==> src/rtl/iq_energy_accum_pkg.sv <==
// rtl/iq_energy_accum_pkg.sv - shared widths, state encoding and limits for the I/Q energy accumulator
package iq_energy_accum_pkg;

    localparam int DEF_DATA_W = 8;
    localparam int DEF_ACC_W  = 16;
    localparam int DEF_LEN_W  = 8;

    localparam int DEF_SQ_W   = 2 * DEF_DATA_W;
    localparam int DEF_SUM_W  = 2 * DEF_DATA_W + 1;

    localparam logic [DEF_ACC_W-1:0] ACC_MAX = {DEF_ACC_W{1'b1}};

    typedef enum logic {
        IDLE  = 1'b0,
        ACCUM = 1'b1
    } state_t;

    // Width of an adder that can hold either operand plus one carry bit.
    function automatic int add_w(input int a_w, input int b_w);
        return ((a_w > b_w) ? a_w : b_w) + 1;
    endfunction

endpackage

==> src/rtl/iq_energy_accum_sq_sum.sv <==
// rtl/iq_energy_accum_sq_sum.sv - squaring register stage and I^2+Q^2 sum feeding the accumulator
module iq_sq_sum
    import iq_energy_accum_pkg::*;
#(
    parameter int DATA_W = DEF_DATA_W
) (
    input  logic                clk,
    input  logic                aclr,
    input  logic                ena,
    input  logic                clear,
    input  logic                in_valid,
    input  logic [DATA_W-1:0]   in_i,
    input  logic [DATA_W-1:0]   in_q,
    output logic                s_valid,
    output logic [2*DATA_W:0]   s
);

    localparam int SQ_W = 2 * DATA_W;

    logic                   v1_q, v1_d;
    logic [SQ_W-1:0]        sq_i_q, sq_i_d;
    logic [SQ_W-1:0]        sq_q_q, sq_q_d;

    logic signed [SQ_W-1:0] ext_i, ext_q;
    logic signed [SQ_W-1:0] prod_i, prod_q;

    // Exact squares: sign-extend to full product width so -2^(DATA_W-1) squares correctly.
    always_comb begin
        ext_i  = {{DATA_W{in_i[DATA_W-1]}}, in_i};
        ext_q  = {{DATA_W{in_q[DATA_W-1]}}, in_q};
        prod_i = ext_i * ext_i;
        prod_q = ext_q * ext_q;
        v1_d   = in_valid & ~clear;
        sq_i_d = in_valid ? $unsigned(prod_i) : sq_i_q;
        sq_q_d = in_valid ? $unsigned(prod_q) : sq_q_q;
    end

    // Stage-1 register; clear only drops the valid, data is don't-care without it.
    always_ff @(posedge clk or posedge aclr) begin
        if (aclr) begin
            v1_q   <= 1'b0;
            sq_i_q <= '0;
            sq_q_q <= '0;
        end else if (ena) begin
            v1_q   <= v1_d;
            sq_i_q <= sq_i_d;
            sq_q_q <= sq_q_d;
        end
    end

    // Stage-2 sum; it is registered by the accumulator in the parent.
    always_comb begin
        s       = {1'b0, sq_i_q} + {1'b0, sq_q_q};
        s_valid = v1_q & ~clear;
    end

endmodule

==> src/rtl/iq_energy_accum.sv <==
// rtl/iq_energy_accum.sv - block energy accumulator producing one saturated radical per block
module iq_energy_accum
    import iq_energy_accum_pkg::*;
#(
    parameter int DATA_W = DEF_DATA_W,
    parameter int ACC_W  = DEF_ACC_W,
    parameter int LEN_W  = DEF_LEN_W
) (
    input  logic                clk,
    input  logic                aclr,
    input  logic                ena,
    input  logic                clear,
    input  logic                in_valid,
    input  logic [DATA_W-1:0]   in_i,
    input  logic [DATA_W-1:0]   in_q,
    input  logic [LEN_W-1:0]    blk_len,
    output logic [ACC_W-1:0]    radical,
    output logic                out_valid,
    output logic                sat
);

    localparam int SUM_W = 2 * DATA_W + 1;
    localparam int ADD_W = add_w(ACC_W, SUM_W);
    localparam logic [ACC_W-1:0] SAT_VAL = {ACC_W{1'b1}};

    logic               s_valid;
    logic [SUM_W-1:0]   s;

    state_t             state_q, state_d;
    logic [ACC_W-1:0]   acc_q, acc_d;
    logic [LEN_W-1:0]   cnt_q, cnt_d;
    logic [LEN_W-1:0]   len_q, len_d;
    logic               sat_r_q, sat_r_d;
    logic [ACC_W-1:0]   radical_q, radical_d;
    logic               sat_q, sat_d;
    logic               out_valid_q, out_valid_d;

    logic [ADD_W-1:0]   sum_w;
    logic               clamp;
    logic [ACC_W-1:0]   acc_next;
    logic               sat_next;
    logic [LEN_W-1:0]   cnt_next;
    logic [LEN_W-1:0]   len_eff;
    logic               opening;

    iq_sq_sum #(
        .DATA_W (DATA_W)
    ) u_sq_sum (
        .clk      (clk),
        .aclr     (aclr),
        .ena      (ena),
        .clear    (clear),
        .in_valid (in_valid),
        .in_i     (in_i),
        .in_q     (in_q),
        .s_valid  (s_valid),
        .s        (s)
    );

    // Block FSM with saturating accumulate; a new block starts from zero in IDLE.
    always_comb begin
        state_d     = state_q;
        acc_d       = acc_q;
        cnt_d       = cnt_q;
        len_d       = len_q;
        sat_r_d     = sat_r_q;
        radical_d   = radical_q;
        sat_d       = sat_q;
        out_valid_d = 1'b0;

        opening  = (state_q == IDLE);
        sum_w    = ADD_W'(opening ? '0 : acc_q) + ADD_W'(s);
        clamp    = (sum_w > ADD_W'(SAT_VAL));
        acc_next = clamp ? SAT_VAL : sum_w[ACC_W-1:0];
        sat_next = (opening ? 1'b0 : sat_r_q) | clamp;
        cnt_next = opening ? LEN_W'(1) : cnt_q + LEN_W'(1);
        len_eff  = opening ? ((blk_len == '0) ? LEN_W'(1) : blk_len) : len_q;

        if (clear) begin
            state_d = IDLE;
            acc_d   = '0;
            cnt_d   = '0;
            sat_r_d = 1'b0;
        end else if (s_valid) begin
            len_d = len_eff;
            if (cnt_next == len_eff) begin
                radical_d   = acc_next;
                sat_d       = sat_next;
                out_valid_d = 1'b1;
                state_d     = IDLE;
                acc_d       = '0;
                cnt_d       = '0;
                sat_r_d     = 1'b0;
            end else begin
                state_d = ACCUM;
                acc_d   = acc_next;
                cnt_d   = cnt_next;
                sat_r_d = sat_next;
            end
        end
    end

    // All state, including the output pulse, freezes while ena is low.
    always_ff @(posedge clk or posedge aclr) begin
        if (aclr) begin
            state_q     <= IDLE;
            acc_q       <= '0;
            cnt_q       <= '0;
            len_q       <= '0;
            sat_r_q     <= 1'b0;
            radical_q   <= '0;
            sat_q       <= 1'b0;
            out_valid_q <= 1'b0;
        end else if (ena) begin
            state_q     <= state_d;
            acc_q       <= acc_d;
            cnt_q       <= cnt_d;
            len_q       <= len_d;
            sat_r_q     <= sat_r_d;
            radical_q   <= radical_d;
            sat_q       <= sat_d;
            out_valid_q <= out_valid_d;
        end
    end

    assign radical   = radical_q;
    assign sat       = sat_q;
    assign out_valid = out_valid_q;

endmodule

==> config.mk <==
export PLATFORM = sky130hd
export DESIGN_NAME = iq_energy_accum
export DESIGN_NICKNAME = d
export VERILOG_FILES = /design/src/rtl/iq_energy_accum_pkg.sv /design/src/rtl/iq_energy_accum_sq_sum.sv /design/src/rtl/iq_energy_accum.sv
export SDC_FILE = /design/constraint.sdc
export NUM_CORES = 1
export LEC_CHECK = 0
export ABC_CLOCK_PERIOD_IN_PS = 3900
export BUFFER_PORTS_ARGS = -buffer_cell sky130_fd_sc_hd__buf_2
export CAP_MARGIN = 20
export CORE_MARGIN = 2
export CORE_UTILIZATION = 51
export DETAILED_ROUTE_END_ITERATION = 8
export GPL_ROUTABILITY_DRIVEN = 0
export PLACE_DENSITY = 0.71
export SLEW_MARGIN = 20
export SYNTH_ARGS = -nofsm -noshare
export SYNTH_HDL_FRONTEND = slang
export SYNTH_HIERARCHICAL = 1
export SYNTH_SLANG_ARGS = --single-unit
==> constraint.sdc <==
create_clock -name clk -period 3.9 [get_ports clk]
set_input_delay 0.78 -clock clk [delete_from_list [all_inputs] [get_ports clk]]
set_output_delay 0.78 -clock clk [all_outputs]
set_load 0.02 [all_outputs]
==> qor.csv <==
metric;value;unit
synth.distinct_cells;65;
clock-sinks;83;
synthesis.instances;1049;
worst_slack;-233.0;ps
numPortBuffers;46;
post-route-util;66.11;%
synth_edf_count;0;
rows;49;
grt_pass1_wl;36110;um
power_density;720.0;nW/um2
final_nets;1406;
async_reset_ff_share;100.0;%
synthAdderAreaFrac;31.01;%
crit_slowest_cell;fa_1;
clock_latency;350;ps
use_met1;28.68;%
synth_warnings;6;
final_area;11880;um2
die_area;19390;um2
htree_levels;3;
relSlewSlack;30.63;%
start_util;51.93;%
use_met2;39.16;%
root_buffer;clkbuf_16;
syn-num-nets;1254;
die-width;139.2;um
cap_viol_max_count;0;
finalMaxSlewViolations;0;
synth_top_family_by_area;adder cells;
clk_pin_slew;60;ps
first_global_vias;8005;
r2r_slack;160;ps
finalCriticalPeriod;4133;ps
fin_skew;8.916;ps
drc;0;
hpwl;15990;um
syn_area_per_cell;8.892;um2
vdd_drop_max;0.0004476;V
vias;7611;
ant_nets;0;
syn_area;9328;um2
cts_tree;built;
crit_required;4120;ps
critical_path.startpoint_type;input port;
grt_overflow;0;
layout.cells.non_filler;1434;
placed_area;10930;um2
min-delay-path-class;reg -> reg;
synth-compound-area-share;15.37;%
initialDrtViolationCount;275;
max_stage_delay;540;ps
path_max_fanout;4;
first_pass_iters;5;
antenna_found_initial;0;
core;17960;um2
synthFlopType;dfrtp_1;
area_growth;27.32;%
path_class;in -> reg;
synthMuxAreaShare;1.180;%
diodes;0;
synth_xor_area_share;5.540;%
via_per_inst;5.308;
final-setup-viol-count;11;
use_met3;2.030;%
critPathCaptureType;register;
dp.cells;1401;
wl_per_cell;14.33;um
chipHeight;139.2;um
violations;setup timing;
synth-simple-area-share;16.27;%
leakage;5.748;nW
grt_max_degree;53;
ys_seq_elements;83;
rsz0062_at_grt;true;
routed_wl;20550;um
max_freq;242.0;MHz
busiest_layer;met2;
worst_pin_slew;1038;ps
cts_max_path_buffers;2;
timing.final.crit_share;106.0;%
drive_gt1_share;29.29;%
grt_usage;22.11;%
cp.arrival;4350;ps
path_cells;buf_8, clkinvlp_4, nor2_4, buf_6, fa_1, inv_2, fa_2, inv_2, fa_1, inv_1, fa_1, inv_2, ha_4, a21o_1, a21o_1, a21o_1, o21ai_1, o311ai_1;
num_io_pins;47;
cts_made_buffers;9;
hold_violations;0;
status;finished, violations left;
seq_area_frac_synth;22.27;%
[final timing paths]
check / startpoint / to / depth (start not counted)
min in group asynchronous: aclr / u_sq_sum/v1_q / 3
min reg2reg: out_valid / out_valid / 1
max: in_q[7] / u_sq_sum/sq_q_q[14] / 18
max in group asynchronous: aclr / len_q[4] / 2
max reg2reg: u_sq_sum/sq_q_q[5] / sat_r_q / 13
min: out_valid / out_valid / 1
[flip-flops by register name, summed over array words and instances, names as in the netlist]
register / count
cnt_q: 8
acc_q: 16
len_q: 8
sat: 1
u_sq_sum/sq_q_q: 15
out_valid: 1
u_sq_sum/v1_q: 1
state_q: 1
sat_r_q: 1
radical: 16
u_sq_sum/sq_i_q: 15
[synthesized netlist by cell type, types with 9 or more instances]
| master | instances | area, um2 |
|---|---|---|
| nand3_1 | 10 | 50.05 |
| o21ai_0 | 30 | 150.1 |
| nand2b_1 | 16 | 100.1 |
| a21oi_1 | 44 | 220.2 |
| and2_1 | 50 | 312.8 |
| nand2_1 | 110 | 412.9 |
| dfrtp_1 | 83 | 2077 |
| o211ai_1 | 21 | 157.7 |
| clkbuf_1 | 21 | 78.83 |
| xnor2_1 | 35 | 306.5 |
| nor2_1 | 65 | 244.0 |
| xor2_1 | 24 | 210.2 |
| or3_1 | 9 | 56.30 |
| nor3_1 | 10 | 50.05 |
| a31oi_1 | 29 | 181.4 |
| fa_1 | 92 | 1842 |
| o21ai_1 | 9 | 45.04 |
| ha_1 | 84 | 1051 |
| inv_1 | 164 | 615.6 |
| a21o_1 | 19 | 142.6 |
[layout make-up]
type / instances / area [um2]
fillers: 1429 / 6087
well taps: 229 / 286.5
repair buffers: 175 / 1395
multi-input cells: 768 / 7156
clock inverters: 6 / 88.84
clock buffers: 9 / 225.2
inverters: 164 / 648.1
flip-flops and latches: 83 / 2077
[per-stage QoR]
stage | setup WS (ps) | hold slack, ps | total power, mW | TNS [ps]
2_1_floorplan | -488.0 | 442.4 | 5.523 | -3196
3_3_place_gp | -568.3 | 460.0 | 6.943 | -7617
3_5_place_dp | -711.7 | 473.4 | 7.087 | -8717
4_1_cts | -295.7 | 486.7 | 8.288 | -1172
5_1_grt | -408.9 | 498.2 | 9.349 | -3219
6_report | -233.0 | 479.6 | 8.550 | -1324
[cell families (layout without fill, tap and decap cells)]
family | count (synthesis) | in the layout
buffers and inverters | 198 | 354
DFF | 83 | 83
adders and majority gates | 176 | 176
and+or+nand+nor | 312 | 312
AOI/OAI and AO/OA | 211 | 211
muxes | 10 | 10
xor gates and xnor gates | 59 | 59
[routing by layer]
metal / vias to the layer above / routed length (um)
met5: - / 0
met4: 0 / 512
met3: 34 / 381
met2: 99 / 10480
met1: 3704 / 9176
li1: 3774 / -
[cell usage in the layout (no fill, tap or decap), types with 15 or more instances in the layout]
cell	instances
fa_1	84
inv_2	28
dfrtp_1	83
xor2_1	24
buf_6	15
buf_2	34
buf_4	116
nor2_1	53
inv_1	127
a21oi_1	34
ha_4	23
xnor2_1	34
a21o_1	19
o21ai_0	25
o211ai_1	21
ha_1	60
nand2_1	103
a31oi_1	29
and2_1	37
[where the power goes]
part / internal (mW) / switching [mW] / total (mW)
Sequential: 1.09 / 0.148 / 1.24
Clock: 0.558 / 0.350 / 0.908
Combinational: 3.08 / 3.33 / 6.40
Total: 4.72 / 3.83 / 8.55
[timing repair]
item,in CTS,in global routing
endpoints found under the setup margin,15,48
pin swaps,76,44
hold buffers,0,0
gates resized for setup,88,42
setup buffers,14,4
[worst max-delay path, delay by kind of cell]
kind,cells,cell delay [ps]
AO/OA/AOI/OAI,5,720
adder cells (fa/ha/maj),5,2240
buffers and inverters,7,550
AND/OR/NAND/NOR,1,60
(Power assumes the default switching activity.)
